`src/rtl/spi_reg_bank_fifo.sv`:
```
// Register bank for the SPI controller: strobe-decoded registers, TX/RX frame FIFOs,
// start sequencing toward the shift engine and a maskable W1C interrupt.
module spi_reg_bank_fifo #(
  parameter int FRAME_W    = 8,
  parameter int FIFO_DEPTH = 4,
  parameter int NUM_SS     = 4,
  parameter int LVL_W      = $clog2(FIFO_DEPTH) + 1
) (
  input  logic               clk,
  input  logic               reset,
  input  logic [31:0]        waddr,
  input  logic [31:0]        wdata,
  input  logic               wr_en,
  input  logic [31:0]        raddr,
  input  logic               rd_en,
  output logic [31:0]        rdata,
  output logic               wack,
  output logic               rack,
  output logic               waddrerr,
  output logic               raddrerr,
  output logic               ctrl_cpol,
  output logic               ctrl_cpha,
  output logic               ctrl_order,
  output logic               ctrl_rd,
  output logic [1:0]         ctrl_scks,
  output logic [NUM_SS-1:0]  ctrl_slave_en,
  output logic [FRAME_W-1:0] tx_data,
  output logic               tx_valid,
  input  logic               tx_pop,
  input  logic [FRAME_W-1:0] rx_data,
  input  logic               rx_push,
  input  logic               busy,
  input  logic               done,
  output logic               start_op,
  output logic               irq,
  output logic               start_state
);
  localparam int AW = $clog2(FIFO_DEPTH);
  localparam logic [LVL_W-1:0] DEPTH_LVL = LVL_W'(FIFO_DEPTH);
  localparam logic [31:0] CFG_MASK = 32'h0000_003F | (((32'h1 << NUM_SS) - 32'h1) << 8);
  localparam logic [31:0] A_TXDATA = 32'h00;
  localparam logic [31:0] A_RXDATA = 32'h04;
  localparam logic [31:0] A_CFG    = 32'h08;
  localparam logic [31:0] A_CTRL   = 32'h0C;
  localparam logic [31:0] A_STATUS = 32'h10;
  localparam logic [31:0] A_ISTAT  = 32'h14;
  localparam logic [31:0] A_IEN    = 32'h18;

  logic wr_ok, rd_ok;
  logic wr_tx, wr_cfg, wr_ctrl, wr_istat, wr_ien, rd_rx;
  logic start_wr, tx_flush, rx_flush;

  assign wr_ok    = (waddr[1:0] == 2'b00) && (waddr <= A_IEN);
  assign rd_ok    = (raddr[1:0] == 2'b00) && (raddr <= A_IEN);
  assign wr_tx    = wr_en && wr_ok && (waddr == A_TXDATA);
  assign wr_cfg   = wr_en && wr_ok && (waddr == A_CFG);
  assign wr_ctrl  = wr_en && wr_ok && (waddr == A_CTRL);
  assign wr_istat = wr_en && wr_ok && (waddr == A_ISTAT);
  assign wr_ien   = wr_en && wr_ok && (waddr == A_IEN);
  assign rd_rx    = rd_en && rd_ok && (raddr == A_RXDATA);
  assign start_wr = wr_ctrl && wdata[0];
  assign tx_flush = wr_ctrl && wdata[1];
  assign rx_flush = wr_ctrl && wdata[2];

  // TX FIFO: a push into a full FIFO still lands if the core pops in the same cycle.
  logic [FRAME_W-1:0] tx_mem [FIFO_DEPTH];
  logic [AW-1:0]      tx_wp, tx_rp;
  logic [LVL_W-1:0]   tx_level;
  logic tx_full, tx_empty, tx_do_pop, tx_do_push, tx_ovf;

  assign tx_full    = (tx_level == DEPTH_LVL);
  assign tx_empty   = (tx_level == '0);
  assign tx_do_pop  = tx_pop && !tx_empty;
  assign tx_do_push = wr_tx && (!tx_full || tx_do_pop);
  assign tx_ovf     = wr_tx && tx_full && !tx_do_pop && !tx_flush;
  assign tx_valid   = !tx_empty;
  assign tx_data    = tx_empty ? '0 : tx_mem[tx_rp];

  always_ff @(posedge clk or negedge reset) begin
    if (!reset) begin
      tx_wp    <= '0;
      tx_rp    <= '0;
      tx_level <= '0;
      for (int i = 0; i < FIFO_DEPTH; i++) tx_mem[i] <= '0;
    end else if (tx_flush) begin
      tx_wp    <= '0;
      tx_rp    <= '0;
      tx_level <= '0;
    end else begin
      if (tx_do_push) begin
        tx_mem[tx_wp] <= wdata[FRAME_W-1:0];
        tx_wp         <= tx_wp + AW'(1);
      end
      if (tx_do_pop) tx_rp <= tx_rp + AW'(1);
      case ({tx_do_push, tx_do_pop})
        2'b10:   tx_level <= tx_level + LVL_W'(1);
        2'b01:   tx_level <= tx_level - LVL_W'(1);
        default: tx_level <= tx_level;
      endcase
    end
  end

  logic [FRAME_W-1:0] rx_mem [FIFO_DEPTH];
  logic [AW-1:0]      rx_wp, rx_rp;
  logic [LVL_W-1:0]   rx_level;
  logic rx_full, rx_empty, rx_do_pop, rx_do_push, rx_ovf, rx_udf;

  assign rx_full    = (rx_level == DEPTH_LVL);
  assign rx_empty   = (rx_level == '0);
  assign rx_do_pop  = rd_rx && !rx_empty;
  assign rx_do_push = rx_push && (!rx_full || rx_do_pop);
  assign rx_ovf     = rx_push && rx_full && !rx_do_pop && !rx_flush;
  assign rx_udf     = rd_rx && rx_empty;

  always_ff @(posedge clk or negedge reset) begin
    if (!reset) begin
      rx_wp    <= '0;
      rx_rp    <= '0;
      rx_level <= '0;
      for (int i = 0; i < FIFO_DEPTH; i++) rx_mem[i] <= '0;
    end else if (rx_flush) begin
      rx_wp    <= '0;
      rx_rp    <= '0;
      rx_level <= '0;
    end else begin
      if (rx_do_push) begin
        rx_mem[rx_wp] <= rx_data;
        rx_wp         <= rx_wp + AW'(1);
      end
      if (rx_do_pop) rx_rp <= rx_rp + AW'(1);
      case ({rx_do_push, rx_do_pop})
        2'b10:   rx_level <= rx_level + LVL_W'(1);
        2'b01:   rx_level <= rx_level - LVL_W'(1);
        default: rx_level <= rx_level;
      endcase
    end
  end

  // Start sequencing: a pending start waits for an idle core with data to send.
  typedef enum logic {S_IDLE = 1'b0, S_PEND = 1'b1} start_state_t;
  start_state_t state_q, state_d;
  logic fire;

  always_ff @(posedge clk or negedge reset) begin
    if (!reset) begin
      state_q  <= S_IDLE;
      start_op <= 1'b0;
    end else begin
      state_q  <= state_d;
      start_op <= fire;
    end
  end

  always_comb begin
    state_d = state_q;
    if (tx_flush) state_d = S_IDLE;
    else begin
      case (state_q)
        S_IDLE:  if (start_wr) state_d = S_PEND;
        S_PEND:  if (fire) state_d = S_IDLE;
        default: state_d = S_IDLE;
      endcase
    end
  end

  always_comb begin
    fire = (state_q == S_PEND) && !busy && tx_valid && !tx_flush;
  end

  assign start_state = (state_q == S_PEND);

  logic [31:0] cfg_q;
  logic [3:0]  int_stat, int_en, int_set;

  assign int_set = {rx_udf, rx_ovf, tx_ovf, done};

  // Hardware set events are OR'd after the W1C mask so they cannot be lost.
  always_ff @(posedge clk or negedge reset) begin
    if (!reset) begin
      cfg_q    <= '0;
      int_stat <= '0;
      int_en   <= '0;
    end else begin
      if (wr_cfg) cfg_q <= wdata & CFG_MASK;
      if (wr_ien) int_en <= wdata[3:0];
      int_stat <= (int_stat & ~(wr_istat ? wdata[3:0] : 4'h0)) | int_set;
    end
  end

  assign irq           = |(int_stat & int_en);
  assign ctrl_cpol     = cfg_q[0];
  assign ctrl_cpha     = cfg_q[1];
  assign ctrl_order    = cfg_q[2];
  assign ctrl_scks     = cfg_q[4:3];
  assign ctrl_rd       = cfg_q[5];
  assign ctrl_slave_en = cfg_q[8 +: NUM_SS];

  logic [31:0] status, rd_val;
  assign status = {8'h00, 8'(rx_level), 8'(tx_level), 3'b000,
                   rx_empty, rx_full, tx_empty, tx_full, busy};

  always_comb begin
    rd_val = '0;
    case (raddr)
      A_RXDATA: rd_val = rx_empty ? 32'h0 : 32'(rx_mem[rx_rp]);
      A_CFG:    rd_val = cfg_q;
      A_STATUS: rd_val = status;
      A_ISTAT:  rd_val = {28'h0, int_stat};
      A_IEN:    rd_val = {28'h0, int_en};
      default:  rd_val = '0;
    endcase
  end

  always_ff @(posedge clk or negedge reset) begin
    if (!reset) begin
      wack     <= 1'b0;
      rack     <= 1'b0;
      waddrerr <= 1'b0;
      raddrerr <= 1'b0;
      rdata    <= '0;
    end else begin
      wack     <= wr_en;
      rack     <= rd_en;
      waddrerr <= wr_en && !wr_ok;
      raddrerr <= rd_en && !rd_ok;
      if (rd_en) rdata <= rd_ok ? rd_val : 32'h0;
    end
  end
endmodule

```
`config.mk`:
```
export PLATFORM = sky130hd
export DESIGN_NAME = spi_reg_bank_fifo
export DESIGN_NICKNAME = d
export VERILOG_FILES = /design/src/rtl/spi_reg_bank_fifo.sv
export SDC_FILE = /design/constraint.sdc
export NUM_CORES = 1
export LEC_CHECK = 0
export ABC_AREA = 1
export BUFFER_PORTS_ARGS = -buffer_cell sky130_fd_sc_hd__buf_2
export CAP_MARGIN = 20
export CORE_AREA = 2 2 114 116
export DETAILED_ROUTE_END_ITERATION = 12
export DIE_AREA = 0 0 116 118
export PLACE_DENSITY = 0.76
export SYNTH_ARGS = -nofsm -noshare
export SYNTH_HDL_FRONTEND = slang
export SYNTH_SLANG_ARGS = --single-unit
```
`constraint.sdc`:
```
create_clock -name clk -period 4.47 [get_ports clk]
set_input_delay 0.6705 -clock clk [delete_from_list [all_inputs] [get_ports clk]]
set_output_delay 0.6705 -clock clk [all_outputs]
set_load 0.01 [all_outputs]
```
==> flow_summary_export.csv <==
group,metric,value,unit
outcome,status,"completed",
timing,setup_viol,0,
route,wl,15.0,mm
placed_design,dp_slack,1.43,ns
cts,htreeDepth,4,
logic_synthesis,syn_area,6090,um^2
worst_setup_path,start_kind,"flip-flop",
worst_setup_path,cp_max_fo,18,
logic_synthesis,synthArstFlopShare,100,%
route,route.detailed.drc,0,
logic_synthesis,ys.flop_type,"dfrtp_1",
floorplan,die_x,116,um
job,drv_cap,0,
worst_setup_path,path_class,"flip-flop to output port",
logic_synthesis,synth.most_common_cell,"nand2_1",
placed_design,place_hpwl,10.6,mm
timing,drv_slew,0,
power,p_total,3.68,mW
worst_setup_path,cp_top_family,"flip-flops",
timing,hold_viol_final,0,
global_routing,grt_pass1_wl,25.4,mm
floorplan,die_y,118,um
timing,max_freq,361,MHz
finish,area_growth,22.0,%
finish,nFillCells,1146,
logic_synthesis,postSynthAreaPerCell,7.95,um^2
floorplan,core-area,12400,um^2
cts,post-cts-setup-buffers,0,
power,pwr-share-comb,23.3,%
timing,slew_headroom,37.7,%
power,powerDensity,495,nW/um^2
logic_synthesis,yosys-top-cells-count,"nand2_1 (177), dfrtp_1 (117), nor2_1 (102), o21ai_0 (90), inv_1 (66)",
cts,cts_root_buf,"clkbuf_16",
floorplan,pin_count,170,
power,ir_worst_vdd,0.390,mV
route,antenna_left,0,
floorplan,die-area,13700,um^2
cts,clockBufferDepth,2,
global_routing,grtUsageTotal,23.5,%
logic_synthesis,synthTopCellsByArea,"dfrtp_1 (48%), nand2_1 (11%), o21ai_0 (7.4%)",
global_routing,antenna_found_initial,0,
power,leakage,3.82,nW
cts,cts_resized,0,
finish,n_antenna_cell,0,
min_path,min_path_type,"input pin to asynchronous set/reset pin",
logic_synthesis,synth_top_cell_by_area,"dfrtp_1",
power,pwr-share-clk,38.3,%
timing,worst_pin_slew,0.934,ns
logic_synthesis,ys_seq_elements,117,
worst_setup_path,cp_slowest_cell,"dfrtp_1",
worst_setup_path,cp.buffers_inverters,2,
power,switching_share,31.3,%
route,vias_per_cell,5.07,
worst_setup_path,crit_required,3.80,ns
route,dr.pass1.iters,5,
worst_setup_path,cp.depth,4,
placed_design,gp_congestion,0.883,
logic_synthesis,synth.distinct_cells,41,
logic_synthesis,ys_seq_area_share,48.1,%
cts,cts_hold_buf,0,
worst_setup_path,cpPeakStageDelay,0.74,ns
placed_design,port_buffers,132,
floorplan,rows,41,
power,p_switching,1.15,mW
logic_synthesis,yosysTopAreaCellShare,48.1,%
cts,clock_sinks,117,
finish,final_nets,1019,
cts,cts.clk_slew.worst_paths,0.05,ns
timing,timing.final.crit_share,62.1,%
cts,cts_buffers,17,
worst_setup_path,critical_path.endpoint_type,"output port",
cts,cts_tree,"yes",
floorplan,start_util,49.1,%
power,intPower,2.53,mW
global_routing,grt_overflow,0,
logic_synthesis,synth_edf_count,0,
logic_synthesis,yosys_warnings,0,
route,wl_per_cell,13.8,um
global_routing,grt_max_degree,76,
worst_setup_path,path_cells,"inv_1 > o21ai_0 > a21oi_1 > buf_2",
cts,clk_latency,0.41,ns
timing,fin_ws,1.70,ns
finish,drive_gt1_share,22.3,%
route,vias,5488,
route,initialDrtViolationCount,361,
worst_setup_path,reg2regPathDepth,13,
global_routing,grt_pass1_vias,5374,
timing,rsz0062_at_grt,"false",
timing,fin_setup_tns,0,ns
timing,finClkSkew,0.00576,ns
timing,period_minus_slack,2.77,ns
power,seqPwrFrac,38.4,%
logic_synthesis,netlist_instances,766,
worst_setup_path,arrival,2.10,ns
[worst paths after layout]
check | from | end | slack, ns
setup / recovery | tx_rp[0]$_DFFE_PN0P_ | tx_data[5] | 1.70
hold / removal | reset | int_stat[1]$_DFF_PN0_ | 0.40
setup reg to reg | rx_level[1]$_DFFE_PN0P_ | rx_level[2]$_DFFE_PN0P_ | 1.90
hold reg to reg | rdata[7]$_DFFE_PN0P_ | rdata[7]$_DFFE_PN0P_ | 0.48
max in group asynchronous | reset | rx_mem[3]$_DFFE_PN0P_ | 3.22
min in group clk | wr_en | wack$_DFF_PN0_ | 0.40
[registers in the layout, indices dropped and copies added (netlist names), 2 cells and up]
name,flops
rx_mem,32
tx_mem,32
rdata,15
cfg_q,10
int_en,4
int_stat,4
rx_level,3
tx_level,3
rx_rp,2
rx_wp,2
tx_rp,2
tx_wp,2
[metrics by stage]
step	hold slack (ns)	utilization [%]	cells	instance area, um^2
final	0.397	59.8	1082	7430
after global routing	0.392	59.8	1082	7430
after CTS	0.388	59.8	1082	7430
after detailed placement	0.461	54.8	1050	6810
after global placement	0.460	54.8	1050	6810
after floorplan	0.375	-	782	6150
[cell families after synthesis]
kind of cell	Yosys count	synth area share (%)
flip-flops	117	48.1
AO/OA/AOI/OAI	157	13.9
adder cells (fa/ha/maj)	10	2.30
AND/OR/NAND/NOR	366	26.3
buffers and inverters	109	8.34
multiplexers	4	0.739
other	1	0.0616
XOR/XNOR	2	0.288
[layout make-up]
class / instances / area (um^2) / share of cell area (%)
Clock buffer: 24 / 502 / 6.75
Clock inverter: 8 / 120 / 1.62
Inverter: 70 / 263 / 3.54
Multi-Input combinational cell: 556 / 2720 / 36.6
Sequential cell: 117 / 2930 / 39.4
Tap cell: 172 / 215 / 2.90
Timing Repair Buffer: 135 / 686 / 9.23
[worst reg2reg max path: stages, from the launching register on]
cell     delay, ns
dfrtp_1       0.44
nor3_1        0.39
inv_1         0.24
nand2_1       0.15
nor2_1        0.13
nand2_1       0.18
inv_1         0.07
fa_1          0.37
xnor2_1       0.20
inv_1         0.05
nand2_1       0.06
nand2_1       0.05
nand3_1       0.07
nand2_1       0.06
[power groups by stage]
stage / clock, mW / combinational (mW) / sequential [mW]
floorplan: 0 / 0.641 / 1.36
global placement: 0 / 0.830 / 1.42
detailed placement: 0 / 0.852 / 1.42
CTS: 1.42 / 0.859 / 1.41
global route: 1.48 / 0.996 / 1.43
finish: 1.41 / 0.857 / 1.41
[per-layer routing]
| layer | up-vias | global-route usage, % | routed length (um) |
|---|---|---|---|
| li1 | 2736 | - | - |
| met1 | 2573 | 30.3 | 6540 |
| met2 | 155 | 38.8 | 7450 |
| met3 | 24 | 5.72 | 737 |
| met4 | 0 | 7.37 | 246 |
| met5 | - | 0 | 0 |
[placed cells by master, fill, tap and decap left out, drive strengths merged, types with 10 or more instances in the layout]
master,instances
nand2,183
a21oi,17
nor3,15
buf,135
clkbuf,24
o21ai,125
inv,69
nor2,107
dfrtp,117
conb,17
nand3,49
o22ai,10
(Power assumes the default switching activity.)
